[config.mk]
export PLATFORM = sky130hd
export DESIGN_NAME = tcp_tx_slow_engine
export DESIGN_NICKNAME = d
export VERILOG_FILES = /design/src/rtl/tcp_tx_slow_engine.sv
export SDC_FILE = /design/constraint.sdc
export NUM_CORES = 1
export LEC_CHECK = 0
export CAP_MARGIN = 20
export CORE_ASPECT_RATIO = 1.2
export CORE_MARGIN = 5
export CORE_UTILIZATION = 29
export CTS_BUF_LIST = sky130_fd_sc_hd__clkbuf_4 sky130_fd_sc_hd__clkbuf_8
export DETAILED_ROUTE_END_ITERATION = 10
export GPL_TIMING_DRIVEN = 0
export HOLD_SLACK_MARGIN = 0.03
export SKIP_LAST_GASP = 1
export SLEW_MARGIN = 30
export SYNTH_ARGS = -nofsm -noshare
export SYNTH_HDL_FRONTEND = slang
export SYNTH_SLANG_ARGS = --single-unit
[constraint.sdc]
create_clock -name clk -period 13.9 [get_ports clk]
set_input_delay 2.78 -clock clk [delete_from_list [all_inputs] [get_ports clk]]
set_output_delay 2.78 -clock clk [all_outputs]
set_load 0.05 [all_outputs]
[src/rtl/tcp_tx_slow_engine.sv]
// TCP TX slow-path engine: per-flow scheduler command -> state read -> segment calc -> send descriptor -> seq write-back/pend clear.
// Optional TCP_TX_ZERO_WIN_PROBE_EN: 1-byte zero-window probe when peer window is exhausted.
module tcp_tx_slow_engine #(
    parameter int FLOWID_W         = 3,
    parameter int TX_PAYLOAD_PTR_W = 14,
    parameter int MSS              = 1460
) (
    input  logic                        clk,
    input  logic                        rst,
    input  logic                        sched_cmd_val,
    input  logic [FLOWID_W-1:0]         sched_cmd_flowid,
    input  logic                        sched_cmd_ack,
    input  logic                        sched_cmd_rt,
    output logic                        sched_cmd_rdy,
    output logic                        state_rd_req_val,
    output logic [FLOWID_W-1:0]         state_rd_req_flowid,
    input  logic                        state_rd_resp_val,
    input  logic [31:0]                 state_rd_our_seq,
    input  logic [31:0]                 state_rd_acked_seq,
    input  logic [31:0]                 state_rd_their_ack,
    input  logic [15:0]                 state_rd_their_win,
    input  logic [15:0]                 state_rd_our_win,
    input  logic [TX_PAYLOAD_PTR_W:0]   state_rd_tx_tail,
    input  logic [31:0]                 state_rd_host_ip,
    input  logic [31:0]                 state_rd_dest_ip,
    input  logic [15:0]                 state_rd_host_port,
    input  logic [15:0]                 state_rd_dest_port,
    output logic                        pkt_val,
    input  logic                        pkt_rdy,
    output logic [31:0]                 pkt_src_ip,
    output logic [31:0]                 pkt_dst_ip,
    output logic [15:0]                 pkt_src_port,
    output logic [15:0]                 pkt_dst_port,
    output logic [31:0]                 pkt_seq,
    output logic [31:0]                 pkt_ack,
    output logic [7:0]                  pkt_flags,
    output logic [15:0]                 pkt_win,
    output logic [TX_PAYLOAD_PTR_W:0]   pkt_payload_addr,
    output logic [15:0]                 pkt_payload_len,
    output logic                        seq_wr_val,
    output logic [FLOWID_W-1:0]         seq_wr_flowid,
    output logic [31:0]                 seq_wr_data,
    output logic                        sched_clr_val,
    output logic [FLOWID_W-1:0]         sched_clr_flowid,
    output logic                        sched_clr_data,
    output logic                        sched_clr_ack,
    output logic                        sched_clr_rt
);
    localparam int P = TX_PAYLOAD_PTR_W;
    localparam logic [31:0] MSS_L = 32'(MSS);

    typedef enum logic [2:0] {IDLE, RD_REQ, RD_WAIT, CALC, SEND, WB} state_t;
    state_t st, st_nxt;

    logic [FLOWID_W-1:0] cmd_flowid;
    logic                cmd_ack, cmd_rt;
    logic [31:0]         r_our_seq, r_acked, r_their_ack, r_host_ip, r_dest_ip;
    logic [15:0]         r_their_win, r_our_win, r_host_port, r_dest_port;
    logic [P:0]          r_tail;

    logic [31:0] seq_r, new_seq_r;
    logic [15:0] len_r;
    logic [7:0]  flags_r;
    logic        send_r, wr_r, clr_data_r;

    logic [P:0]  unsent;
    logic [31:0] unsent32, inflight, avail, win32, calc_len, seq_n, new_seq_n;
    logic        probe;

    function automatic logic [31:0] min2(input logic [31:0] a, input logic [31:0] b);
        return (a < b) ? a : b;
    endfunction

    // Segment math: pointers wrap at 2^(P+1), sequence numbers at 2^32.
    always_comb begin
        unsent    = r_tail - r_our_seq[P:0];
        unsent32  = {{(31-P){1'b0}}, unsent};
        inflight  = r_our_seq - r_acked;
        win32     = {16'd0, r_their_win};
        avail     = (inflight >= win32) ? 32'd0 : (win32 - inflight);
        probe     = 1'b0;
        if (cmd_rt) begin
            calc_len = min2(min2(inflight, win32), MSS_L);
            seq_n    = r_acked;
        end else begin
            calc_len = min2(min2(unsent32, avail), MSS_L);
            seq_n    = r_our_seq;
`ifdef TCP_TX_ZERO_WIN_PROBE_EN
            if (avail == 32'd0 && unsent32 != 32'd0) begin
                calc_len = 32'd1;
                probe    = 1'b1;
            end
`endif
        end
        new_seq_n = (cmd_rt || probe) ? r_our_seq : (r_our_seq + calc_len);
    end

    always_ff @(posedge clk or posedge rst) begin
        if (rst) st <= IDLE;
        else     st <= st_nxt;
    end

    always_comb begin
        st_nxt = st;
        case (st)
            IDLE:    if (sched_cmd_val) st_nxt = RD_REQ;
            RD_REQ:  st_nxt = RD_WAIT;
            RD_WAIT: if (state_rd_resp_val) st_nxt = CALC;
            CALC:    st_nxt = SEND;
            SEND:    if (!send_r || pkt_rdy) st_nxt = WB;
            WB:      st_nxt = IDLE;
            default: st_nxt = IDLE;
        endcase
    end

    always_comb begin
        sched_cmd_rdy    = (st == IDLE);
        state_rd_req_val = (st == RD_REQ);
        pkt_val          = (st == SEND) && send_r;
        seq_wr_val       = (st == WB) && wr_r;
        sched_clr_val    = (st == WB);
        sched_clr_ack    = (st == WB);
    end

    always_ff @(posedge clk or posedge rst) begin
        if (rst) begin
            cmd_flowid  <= '0;
            cmd_ack     <= 1'b0;
            cmd_rt      <= 1'b0;
            r_our_seq   <= '0;
            r_acked     <= '0;
            r_their_ack <= '0;
            r_their_win <= '0;
            r_our_win   <= '0;
            r_tail      <= '0;
            r_host_ip   <= '0;
            r_dest_ip   <= '0;
            r_host_port <= '0;
            r_dest_port <= '0;
            seq_r       <= '0;
            new_seq_r   <= '0;
            len_r       <= '0;
            flags_r     <= '0;
            send_r      <= 1'b0;
            wr_r        <= 1'b0;
            clr_data_r  <= 1'b0;
        end else begin
            if (st == IDLE && sched_cmd_val) begin
                cmd_flowid <= sched_cmd_flowid;
                cmd_ack    <= sched_cmd_ack;
                cmd_rt     <= sched_cmd_rt;
            end
            if (st == RD_WAIT && state_rd_resp_val) begin
                r_our_seq   <= state_rd_our_seq;
                r_acked     <= state_rd_acked_seq;
                r_their_ack <= state_rd_their_ack;
                r_their_win <= state_rd_their_win;
                r_our_win   <= state_rd_our_win;
                r_tail      <= state_rd_tx_tail;
                r_host_ip   <= state_rd_host_ip;
                r_dest_ip   <= state_rd_dest_ip;
                r_host_port <= state_rd_host_port;
                r_dest_port <= state_rd_dest_port;
            end
            if (st == CALC) begin
                seq_r      <= seq_n;
                new_seq_r  <= new_seq_n;
                len_r      <= calc_len[15:0];
                flags_r    <= (calc_len != 32'd0) ? 8'h18 : 8'h10;
                send_r     <= (calc_len != 32'd0) || cmd_ack || cmd_rt;
                wr_r       <= (calc_len != 32'd0) && !cmd_rt && !probe;
                clr_data_r <= (calc_len == unsent32) || (avail == 32'd0);
            end
        end
    end

    assign state_rd_req_flowid = cmd_flowid;
    assign pkt_src_ip          = r_host_ip;
    assign pkt_dst_ip          = r_dest_ip;
    assign pkt_src_port        = r_host_port;
    assign pkt_dst_port        = r_dest_port;
    assign pkt_seq             = seq_r;
    assign pkt_ack             = r_their_ack;
    assign pkt_flags           = flags_r;
    assign pkt_win             = r_our_win;
    assign pkt_payload_addr    = seq_r[P:0];
    assign pkt_payload_len     = len_r;
    assign seq_wr_flowid       = cmd_flowid;
    assign seq_wr_data         = new_seq_r;
    assign sched_clr_flowid    = cmd_flowid;
    assign sched_clr_data      = clr_data_r;
    assign sched_clr_rt        = cmd_rt;
endmodule

==> results of run 1 <==
==> final cells by class <==
type                    count  area (um2)
clock buffers              91        1170
well taps                 901        1130
clock inverters            24         279
plain buffers             107         543
fillers                  6695       39500
diodes                      4        10.0
inverters                  92         353
repair buffers            509        5150
flip-flops and latches    332        8310
multi-input cells        1436       10400
==> logic make-up (layout without fill, tap and decap cells) <==
group | count (synthesis) | count (layout) | share of synthesized area (%)
AND/OR/NAND/NOR | 516 | 516 | 12.7
XOR/XNOR | 76 | 76 | 3.42
flip-flops | 332 | 332 | 42.6
multiplexers | 253 | 253 | 14.3
AO/OA/AOI/OAI | 455 | 455 | 15.2
other | 1 | 30 | 0.0192
buffers and inverters | 200 | 823 | 4.58
adder cells (fa/ha/maj) | 110 | 110 | 7.22
==> per-layer routing <==
layer	GRT usage (%)	vias to the layer above	part of all wire, %
li1	-	8079	-
met1	23.3	8560	39
met3	5.61	144	7.8
met2	34.7	641	49
met4	6.36	20	3.4
met5	0	-	0.17
==> registers in the layout (all words and copies together) (netlist names), 32 cells and up <==
| register | flops |
|---|---|
| pkt_ack | 32 |
| pkt_dst_ip | 32 |
| pkt_src_ip | 32 |
| seq_wr_data | 32 |
| pkt_seq | 32 |
| r_our_seq | 32 |
| r_acked | 32 |
==> worst min path at each step <==
stage,endpoint,slack (ns)
2_1_floorplan,wr_r$_DFFE_PP0N_,0.45
3_3_place_gp,pkt_flags[4]$_DFFE_PP0N_,0.45
3_5_place_dp,pkt_payload_len[10]$_DFFE_PP0N_,0.47
4_1_cts,pkt_seq[17]$_DFFE_PP0N_,0.49
5_1_grt,pkt_seq[26]$_DFFE_PP0N_,0.50
6_report,seq_wr_data[23]$_DFFE_PP0N_,0.48
==> stage by stage <==
stage	area (um2)	std cells	setup slack [ns]
finish	27300	3496	1.02
global route	27300	3492	0.282
CTS	27300	3493	0.354
detailed placement	25900	3378	0.418
global placement	25800	3375	-2.36
floorplan	19600	1968	1.92
==> tightest hold or removal path: stages (launching register included) <==
cell	delay [ns]
sky130_fd_sc_hd__dfrtp_1	0.34
sky130_fd_sc_hd__nand2_1	0.04
sky130_fd_sc_hd__o21ai_0	0.06
==> cell usage after synthesis, drive strengths merged (8+ instances only) <==
master  count
o21bai      9
xnor2      43
and2       20
or3        10
inv        92
mux2i      53
o21ai     170
nand2     223
nand2b     22
and3       13
or2        10
nor2b      15
xor2       33
nand4      14
nand3      30
ha        106
a21oi     100
a21o       29
nor2       93
buf        51
nor3       28
o21a       21
a211o       8
clkbuf     57
o31a       11
a31oi      12
nor4        8
mux2      200
dfrtp     332
o211ai     21
==> results.md, run 1 <==
Synth:
- After synthesis, the cell types taking the most area are sky130_fd_sc_hd__dfrtp_1 43%, sky130_fd_sc_hd__mux2_2 12%, sky130_fd_sc_hd__ha_1 6.8%, sky130_fd_sc_hd__nand2_1 4.3%, sky130_fd_sc_hd__o21ai_0 4.2%.
- The fraction of the yosys area taken by sequential cells is 42.6%.
- sky130_fd_sc_hd__dfrtp_1 takes more of the synthesized area than any other cell.
- The synthesized design devotes to its leading area cell type 42.6% of total area.
- After synthesis the netlist holds a flip-flop and latch count of 332.
- The number of flops mapped to enable cells by yosys is 0.
- The most used flip-flop cell after synthesis is sky130_fd_sc_hd__dfrtp_1.
- The post-synthesis async set-or-reset flop share is 100%.
- During synthesis, Yosys emitted a total of 0 warnings.
- The gate count of the mapped netlist is 1943.
- The mapped netlist covers 19500 um2.
- Dividing the synthesized area by the synthesized cell count gives 10.0 um2.
- The number of library cell types mapped by synthesis is 95.

Setup path:
- The peak per-stage delay on the critical path is 0.55 ns.
- On the critical path the largest part of the delay comes from compound AO/OA/AOI/OAI gates.
- The path type of the worst setup path is reg -> reg.
- The most used cell along the critical path is sky130_fd_sc_hd__ha_1.
- Counting cells, the worst reg-to-reg path comes to 53.
- Of all nets on the critical path, the largest fanout is 19.
- In this run the worst setup path terminates at seq_wr_data[30]$_DFFE_PP0N_.
- STA classifies the critical path endpoint as a register.
- The endpoint arrival time on the critical path is 13.46 ns.
- Counting buffers and inverters, the worst setup path is 53 cells deep.
- The critical path starts at r_our_seq[0]$_DFFE_PP0P_.
- STA classifies the critical path startpoint as a register.
- The launching point of the worst reg2reg path is r_our_seq[0]$_DFFE_PP0P_.
- The endpoint of the lowest-slack register-to-register path is seq_wr_data[30]$_DFFE_PP0N_.
- Across all register-to-register paths, the minimum setup slack is 1.02 ns.
- The library cell contributing the largest single delay on the critical path is sky130_fd_sc_hd__dfrtp_1.
- Together, buffers and inverters on the worst path number 6.
- STA puts the critical path data required time at 14.48 ns.

CTS:
- The number of gates given a new drive strength after cts is 0.
- The clock-pin slew on the worst setup and hold paths is 0.07 ns.
- The insertion delay of the later-clocked pin in the worst-skew pair is 0.69 ns.
- The number of clock sinks is 332.
- Buffers inserted to repair hold after CTS numbered 0.
- CTS placed an instance of sky130_fd_sc_hd__clkbuf_8 at the clock tree root.
- TritonCTS built the clock tree.
- The number of buffers added by the clock tree synthesis step is 61.
- Post-CTS timing repair inserted 0 buffers for setup.
- In this run the number of H-tree levels came out at 2.
- The longest clock path from root to sink contains 3 buffers.

Final layout:
- Cells with a size suffix above 1 make up 15.6% of the layout.
- The net count of the finished layout is 2898.
- In the layout the commonest cells are 506 x sky130_fd_sc_hd__clkdlybuf4s50_1, 332 x sky130_fd_sc_hd__dfrtp_1, 223 x sky130_fd_sc_hd__nand2_1.
- The library cell used most frequently in the layout, excluding fill and tap cells, is sky130_fd_sc_hd__clkdlybuf4s50_1.
- Cells fill 40.9% of the core in the end.
- The relative area change from synthesis to final layout is 40.3%.

STA:
- The measured slew at the worst slew-check pin is 0.918 ns.
- The hold violation count in the final report came to 0.
- The final max-slew violation count came to 0.
- The worst slew slack as a fraction of its limit is 38.8%.
- The tightest hold margin is 0.478 ns.
- Clock skew on the completed layout was measured at 0.0483 ns.
- The maximum operating frequency is 0.0776 GHz.
- Setup repair after global routing left no endpoint under its margin.
- The final setup violation count is 0.
- The final clock period utilization by the worst path is 92.7%.
- After layout, the minimum clock period comes to 12.88 ns.
- The summed negative setup slack over all endpoints is 0 ns.

Placement:
- The detailed-placement wirelength estimate is 59.9 mm.
- The final weighted congestion in routability-driven placement is 0.951.
- In this run the tool buffered the top-level ports with 506 buffer cells.

Detailed routing:
- Dividing the detail-routed wire length by the instance count gives 21.3 um.
- Dividing the detail-routed via count by the number of cells gives 4.99.
- The routed layout has 17400 vias.
- Once detail routing completed, the nets flagged for antenna violations numbered 0.
- The count of unresolved DRC violations after routing is 0.
- The number of DRC violations after detailed-routing iteration 0 is 898.
- The first detailed-routing pass took 5 iterations.
- The wire length after detailed routing is 74.3 mm.

Run status:
- The flow ran to the end, and the final reports show no timing, DRC or antenna violations.

Global routing:
- The initial antenna violation count is 13.
- The via count of the first global-routing pass is 18600.
- The maximum number of pins on one net before global-route repair is 93.
- The aggregate global-route resource usage is 19.8%.
- Global routing finished with a remaining overflow of 0.
- The first global-routing pass estimated 111 mm of wire.

Die:
- The site row count is 104.
- For this configuration, the core starts out at a cell density of 29.1%.
- The die extent in y is 294 um.
- The area of the core region is 66900 um2.
- The die outline area is 72500 um2.
- 513 I/O pins were placed.
- The die is 247 um wide.

Hold path:
- Along the worst hold path, the cell count comes to 2.
- The worst min-delay path category is reg -> reg.
- The critical hold path startpoint is seq_wr_data[23]$_DFFE_PP0N_.

Run:
- The max-cap check violation count is 0.
Power of run 1 is not shown: default switching activity piles up to over one toggle a cycle in this logic, so the estimate is an artifact.
==> run 2, diff against run 1 <==
--- a/config.mk
+++ b/config.mk
@@ -11,6 +11,7 @@
 export CORE_UTILIZATION = 29
 export CTS_BUF_LIST = sky130_fd_sc_hd__clkbuf_4 sky130_fd_sc_hd__clkbuf_8
 export DETAILED_ROUTE_END_ITERATION = 10
+export DONT_BUFFER_PORTS = 1
 export GPL_TIMING_DRIVEN = 0
 export HOLD_SLACK_MARGIN = 0.03
 export SKIP_LAST_GASP = 1
==> results.md, run 2 (synthesis results as in run 1) <==
Run status:
- The flow ran to the end, and the final reports show no timing, DRC or antenna violations.

Setup path:
- The maximum net fanout on the critical path is 10 (-9).
- The peak per-stage delay on the critical path came to 0.54 ns (about the same).
- The endpoint arrival time on the critical path was 13.68 ns (+0.22 ns).
- For this design, the slowest cell found on the critical path is sky130_fd_sc_hd__dfrtp_1.
- The worst setup path is captured at a register.
- The kind of launch point of the worst setup path is a register.
- The worst setup path is of the reg -> reg kind.
- The required arrival time at the worst endpoint came to 14.45 ns (-0.03 ns).

STA:
- The minimum clock period after layout was 13.13 ns (+0.244 ns).
- The final clock period utilization by the worst path came to 94.4% (+1.8 points).
- The final setup violation count is 0 (unchanged).
- The post-route clock skew is 0.0646 ns (+0.0163 ns).
- The measured slew at the worst slew-check pin was 0.945 ns (+0.0263 ns).
- The final max-slew violation count is 0 (unchanged).
- The hold violation count in the final report is 0 (unchanged).
- The final worst setup slack is 0.774 ns (-0.244 ns).
- The worst slew slack as a fraction of its limit is 37.0% (-1.8 points).
- The tightest hold margin is 0.516 ns (+0.0387 ns).
- The maximum operating frequency came to 0.0762 GHz (-1.9%).

Final layout:
- The area growth from synthesis to layout is 13.8%.
- The area taken by multi-input logic gates is 10400 um2 (+0.24%).
- The fraction of layout cells with a size suffix above 1 is 19.3% (+3.7 points).
- The leading cell type in the layout, fill and taps excluded is sky130_fd_sc_hd__dfrtp_1.
- The number of cells in the finished layout apart from fillers is 2984 (-15%).
- In the layout the commonest cells are 332 x sky130_fd_sc_hd__dfrtp_1, 223 x sky130_fd_sc_hd__nand2_1, 200 x sky130_fd_sc_hd__mux2_2.
- The sequential standard cell area was 8310 um2 (unchanged).
- The net count of the finished layout is 2392 (-17%).
- The filler cell count in the final layout is 6930 (+3.5%).
- The fraction of the core area covered by cells at the end of the flow is 33.2% (-7.7 points).

Placement:
- The final weighted congestion in routability-driven placement is 0.946 (-0.44%).
- The detailed-placement wirelength estimate is 56.9 mm (-5.1%).
- The cell count after placement is 2875 (-15%).
- The pre-CTS setup slack is 0.117 ns (-0.301 ns).
- The count of buffers inserted at the top-level ports is 0 (-100%).

Global routing:
- The initial antenna violation count is 20 (+7).
- met2 is the most crowded layer.
- The global routing usage on met3 is 5.80% (+0.19 points).
- The wire length of the first global-routing pass is 103 mm (-7.7%).
- The via count of the first global-routing pass is 16000 (-14%).
- The maximum number of pins on one net before global-route repair is 98 (+5.4%).
- The met1 demand-to-capacity share in global routing was 21.3% (-2.0 points).
- The global-route track usage on met2 is 33.1% (-1.6 points).
- The global-route congestion overflow total is 0 (unchanged).
- The aggregate global-route resource usage is 18.5% (-1.3 points).

CTS:
- The cell sitting at the root of the clock tree is a sky130_fd_sc_hd__clkbuf_8.
- The clock-pin slew on the worst setup and hold paths is 0.07 ns (about the same).
- The CTS tree is done.
- The clock tree buffer depth is 3 (unchanged).
- The insertion delay of the later-clocked pin in the worst-skew pair is 0.70 ns (about the same).
- The number of buffers added by the clock tree synthesis step is 56 (-8.2%).
- The quantity of hold-fixing buffers added after cts is 0 (unchanged).
- The H-tree depth reported by CTS is 2 (unchanged).
- The number of clock sinks is 332 (unchanged).

Hold path:
- The worst min-delay path category is reg -> reg.

Die:
- The site row count is 104 (unchanged).
- The die outline area is 72500 um2 (unchanged).
- The number of top-level pins came to 513 (unchanged).
- The die outline width is 247 um (unchanged).
- The die extent in y is 294 um (unchanged).
- The area of the core region came to 66900 um2 (unchanged).
- The initial standard-cell utilization of the core is 29.1% (unchanged).

Detailed routing:
- The length of the first detailed-routing pass in iterations is 5 (unchanged).
- The vias after detailed routing is 15300 (-12%).
- The remaining antenna violation count after routing is 0 (unchanged).
- The count of unresolved DRC violations after routing is 0 (unchanged).
- The routed length per instance is 23.5 um (+10%).
- The number of DRC violations after detailed-routing iteration 0 is 882 (-1.8%).
- The routed via count divided by cell count is 5.14 (+3.0%).
- The wire length after detailed routing is 70.0 mm (-5.7%).

Run:
- The max-cap check violation count is 0 (unchanged).
-- run 2: critical path: cells and delay by family (launching register included) --
kind            cells  cell delay [ns]
fa+ha+maj           6             2.04
compound gates     26             6.34
xor+xnor            1             0.42
flops               1             0.54
mux                 1             0.24
buf+inv             6             1.39
simple gates       11             2.00
-- run 2: layout make-up --
cell class	count	share of cell area (%)
well taps	901	5.08
flip-flops and latches	332	37.5
plain buffers	107	2.45
clock buffers	80	4.68
multi-input cells	1436	47.0
inverters	92	1.59
repair buffers	8	0.542
diodes	5	0.0564
clock inverters	23	1.09
-- run 2: worst paths after layout --
| kind | from | endpoint | slack, ns | cells after the start |
|---|---|---|---|---|
| min in group asynchronous | rst | pkt_ack[11]$_DFFE_PP0P_ | 2.01 | 1 |
| max | r_our_seq[0]$_DFFE_PP0P_ | seq_wr_data[30]$_DFFE_PP0N_ | 0.77 | 51 |
| max reg2reg | r_our_seq[0]$_DFFE_PP0P_ | seq_wr_data[30]$_DFFE_PP0N_ | 0.77 | 51 |
| min reg2reg | r_tail[8]$_DFFE_PP0P_ | r_tail[8]$_DFFE_PP0P_ | 0.52 | 1 |
| min | r_tail[8]$_DFFE_PP0P_ | r_tail[8]$_DFFE_PP0P_ | 0.52 | 1 |
| max in group asynchronous | rst | r_acked[30]$_DFFE_PP0P_ | 10.59 | 3 |
-- run 2: routing by layer --
layer	share of wire [%]	vias up	routed length, um
met3	8.5	118	5940
met4	2.6	22	1830
met5	0.21	-	149
li1	-	7074	-
met2	50	582	35300
met1	38	7547	26800
-- run 2: timing repair --
action                     4_1_cts  5_1_grt
gates resized for setup          0        8
setup endpoints to repair        0       11
buffers inserted                 0        2
-- run 2: through the flow --
step | instance area [um2] | setup TNS, ns
finish | 22200 | 0
floorplan | 19600 | 0
global placement | 20700 | -370.76
global route | 22200 | -0.0171
detailed placement | 20800 | 0
CTS | 22100 | 0
Power of run 2 is left out for the same reason.
==> run 3, diff against run 2 <==
--- a/config.mk
+++ b/config.mk
@@ -7,7 +7,7 @@
 export LEC_CHECK = 0
 export CAP_MARGIN = 20
 export CORE_ASPECT_RATIO = 1.2
-export CORE_MARGIN = 5
+export CORE_MARGIN = 2
 export CORE_UTILIZATION = 29
 export CTS_BUF_LIST = sky130_fd_sc_hd__clkbuf_4 sky130_fd_sc_hd__clkbuf_8
 export DETAILED_ROUTE_END_ITERATION = 10
==> results.md, run 3 (synthesis results as in run 1) <==
Final layout:
- The post-route cell area is 22200 um2 (+0.32%).
- Relative to the synthesized area, the layout overhead comes to 14.2%.
- The fraction of layout cells with a size suffix above 1 is 19.2% (-0.14 points).
- The top cell types in the final layout, fill and taps aside, are 332 x sky130_fd_sc_hd__dfrtp_1, 223 x sky130_fd_sc_hd__nand2_1, 200 x sky130_fd_sc_hd__mux2_2.
- The library cell used most frequently in the layout, excluding fill and tap cells, is sky130_fd_sc_hd__dfrtp_1.
- The net count of the finished layout is 2391 (-0.042%).

Setup path:
- The kind of launch point of the worst setup path is a register.
- The slowest stage of the critical path is the sky130_fd_sc_hd__dfrtp_1 cell.
- STA classifies the critical path endpoint as a register.
- By instance count, the cell type seen most on the critical path is sky130_fd_sc_hd__a21o_1.
- The required arrival time at the worst endpoint is 14.41 ns (-0.04 ns).
- The endpoint arrival time on the critical path is 13.53 ns (-0.15 ns).
- The maximum net fanout on the critical path is 10 (unchanged).
- The peak per-stage delay on the critical path is 0.56 ns (+0.02 ns).
- The critical path in this run is classified as reg -> reg.

CTS:
- The clock-pin slew on the worst setup and hold paths is 0.06 ns (about the same).
- The quantity of hold-fixing buffers added after cts is 0 (unchanged).
- The number of buffers added by the clock tree synthesis step is 58 (+3.6%).
- The number of clock sinks was 332 (unchanged).
- The H-tree depth reported by CTS is 2 (unchanged).
- The clock tree buffer depth is 3 (unchanged).
- The insertion delay of the later-clocked pin in the worst-skew pair is 0.69 ns (about the same).
- The tree is rooted in a sky130_fd_sc_hd__clkbuf_8.
- The number of gates given a new drive strength after cts is 0 (unchanged).
- The number of post-CTS setup repair buffers is 0 (unchanged).
- TritonCTS built the clock tree.

Detailed routing:
- The wire length after detailed routing is 69.9 mm (-0.21%).
- The length of the first detailed-routing pass in iterations is 5 (unchanged).
- The remaining antenna violation count after routing is 0 (unchanged).
- The count of unresolved DRC violations after routing came to 0 (unchanged).
- The routed length per instance was 23.4 um (-0.37%).
- The number of DRC violations after detailed-routing iteration 0 is 865 (-1.9%).
- The vias after detailed routing is 15500 (+0.91%).
- The routed via count divided by cell count was 5.18 (+0.74%).

STA:
- The minimum clock period after layout is 13.01 ns (-0.114 ns).
- The measured slew at the worst slew-check pin came to 0.978 ns (+0.0334 ns).
- The summed negative setup slack over all endpoints is 0 ns (unchanged).
- The maximum operating frequency came to 0.0769 GHz (+0.87%).
- The post-route clock skew is 0.0558 ns (-0.00879 ns).
- The final clock period utilization by the worst path was 93.6% (-0.82 points).
- The hold violation count in the final report was 0 (unchanged).
- The final setup violation count is 0 (unchanged).
- The worst slew slack as a fraction of its limit is 34.2% (-2.8 points).
- The final max-slew violation count is 0 (unchanged).
- Setup repair after global routing left no endpoint under its margin.

Run status:
- The flow ran to the end, and the final reports show no timing, DRC or antenna violations.

Die:
- The die outline width was 241 um (-2.4%).
- The initial standard-cell utilization of the core is 29.2% (+0.057 points).
- The die outline area came to 69300 um2 (-4.4%).
- The area of the core region is 66800 um2 (-0.19%).
- The die extent in y is 288 um (-2.0%).
- The site row count came to 104 (unchanged).
- The number of top-level pins is 513 (unchanged).

Placement:
- The final weighted congestion in routability-driven placement is 0.937 (-1.0%).
- The detailed-placement wirelength estimate is 56.3 mm (-1.0%).
- The count of buffers inserted at the top-level ports came to 0 (unchanged).
- The cell area after placement is 20800 um2 (about the same).

Global routing:
- The aggregate global-route resource usage is 19.6% (+1.1 points).
- The wire length of the first global-routing pass is 102 mm (-1.1%).
- The global-route congestion overflow total is 0 (unchanged).
- The maximum number of pins on one net before global-route repair is 91 (-7.1%).
- The via count of the first global-routing pass is 15900 (-0.83%).
- The initial antenna violation count is 31 (+55%).

Run:
- The max-cap check violation count is 0 (unchanged).

Hold path:
- The tightest min-delay check is of the reg -> reg type.
==> run 3: path summary, 6_finish.rpt <==
path                                     startpoint                          end  slack [ns]  depth (start not counted)
setup / recovery           r_our_seq[0]$_DFFE_PP0P_  seq_wr_data[29]$_DFFE_PP0N_        0.89                         51
hold / removal                     wr_r$_DFFE_PP0N_             wr_r$_DFFE_PP0N_        0.51                          2
setup reg to reg           r_our_seq[0]$_DFFE_PP0P_  seq_wr_data[29]$_DFFE_PP0N_        0.89                         51
hold reg to reg                    wr_r$_DFFE_PP0N_             wr_r$_DFFE_PP0N_        0.51                          2
max in group asynchronous                       rst      pkt_seq[28]$_DFFE_PP0N_       10.55                          3
min in group asynchronous                       rst   pkt_dst_ip[19]$_DFFE_PP0P_        2.04                          1
==> run 3: stage by stage <==
stage	utilization [%]	worst slack, ns	cells	hold WS [ns]
after global placement	31.0	-1.32	2869	0.500
final	33.3	0.888	2989	0.505
after detailed placement	31.2	0.539	2873	0.502
after floorplan	-	1.92	1968	0.449
after global routing	33.3	0.0877	2985	0.542
after CTS	33.3	0.412	2978	0.515
==> run 3: critical path, delay by kind of cell, from the launching register on <==
kind,cells,cell delay [ns]
xor gates and xnor gates,2,0.58
buffers and inverters,6,1.23
and+or+nand+nor,10,1.78
DFF,1,0.56
AOI/OAI and AO/OA,28,7.01
adders and majority gates,5,1.70
==> run 3: cell type report <==
class | count | area [um2]
fill | 6851 | 44500
multi-input combinational | 1436 | 10400
sequential | 332 | 8310
tap | 901 | 1130
clock buffer | 83 | 1060
buffer | 108 | 548
inverter | 92 | 353
clock inverter | 22 | 319
timing repair buffer | 4 | 93.8
antenna | 11 | 27.5
==> run 3: layer usage <==
layer	up-vias	part of all wire, %	GRT usage (%)
met3	165	9.0	6.80
met5	-	0.31	0
met2	627	49	34.4
met1	7592	37	21.5
li1	7066	-	-
met4	32	4.1	8.04
Power of run 3 is left out for the same reason.
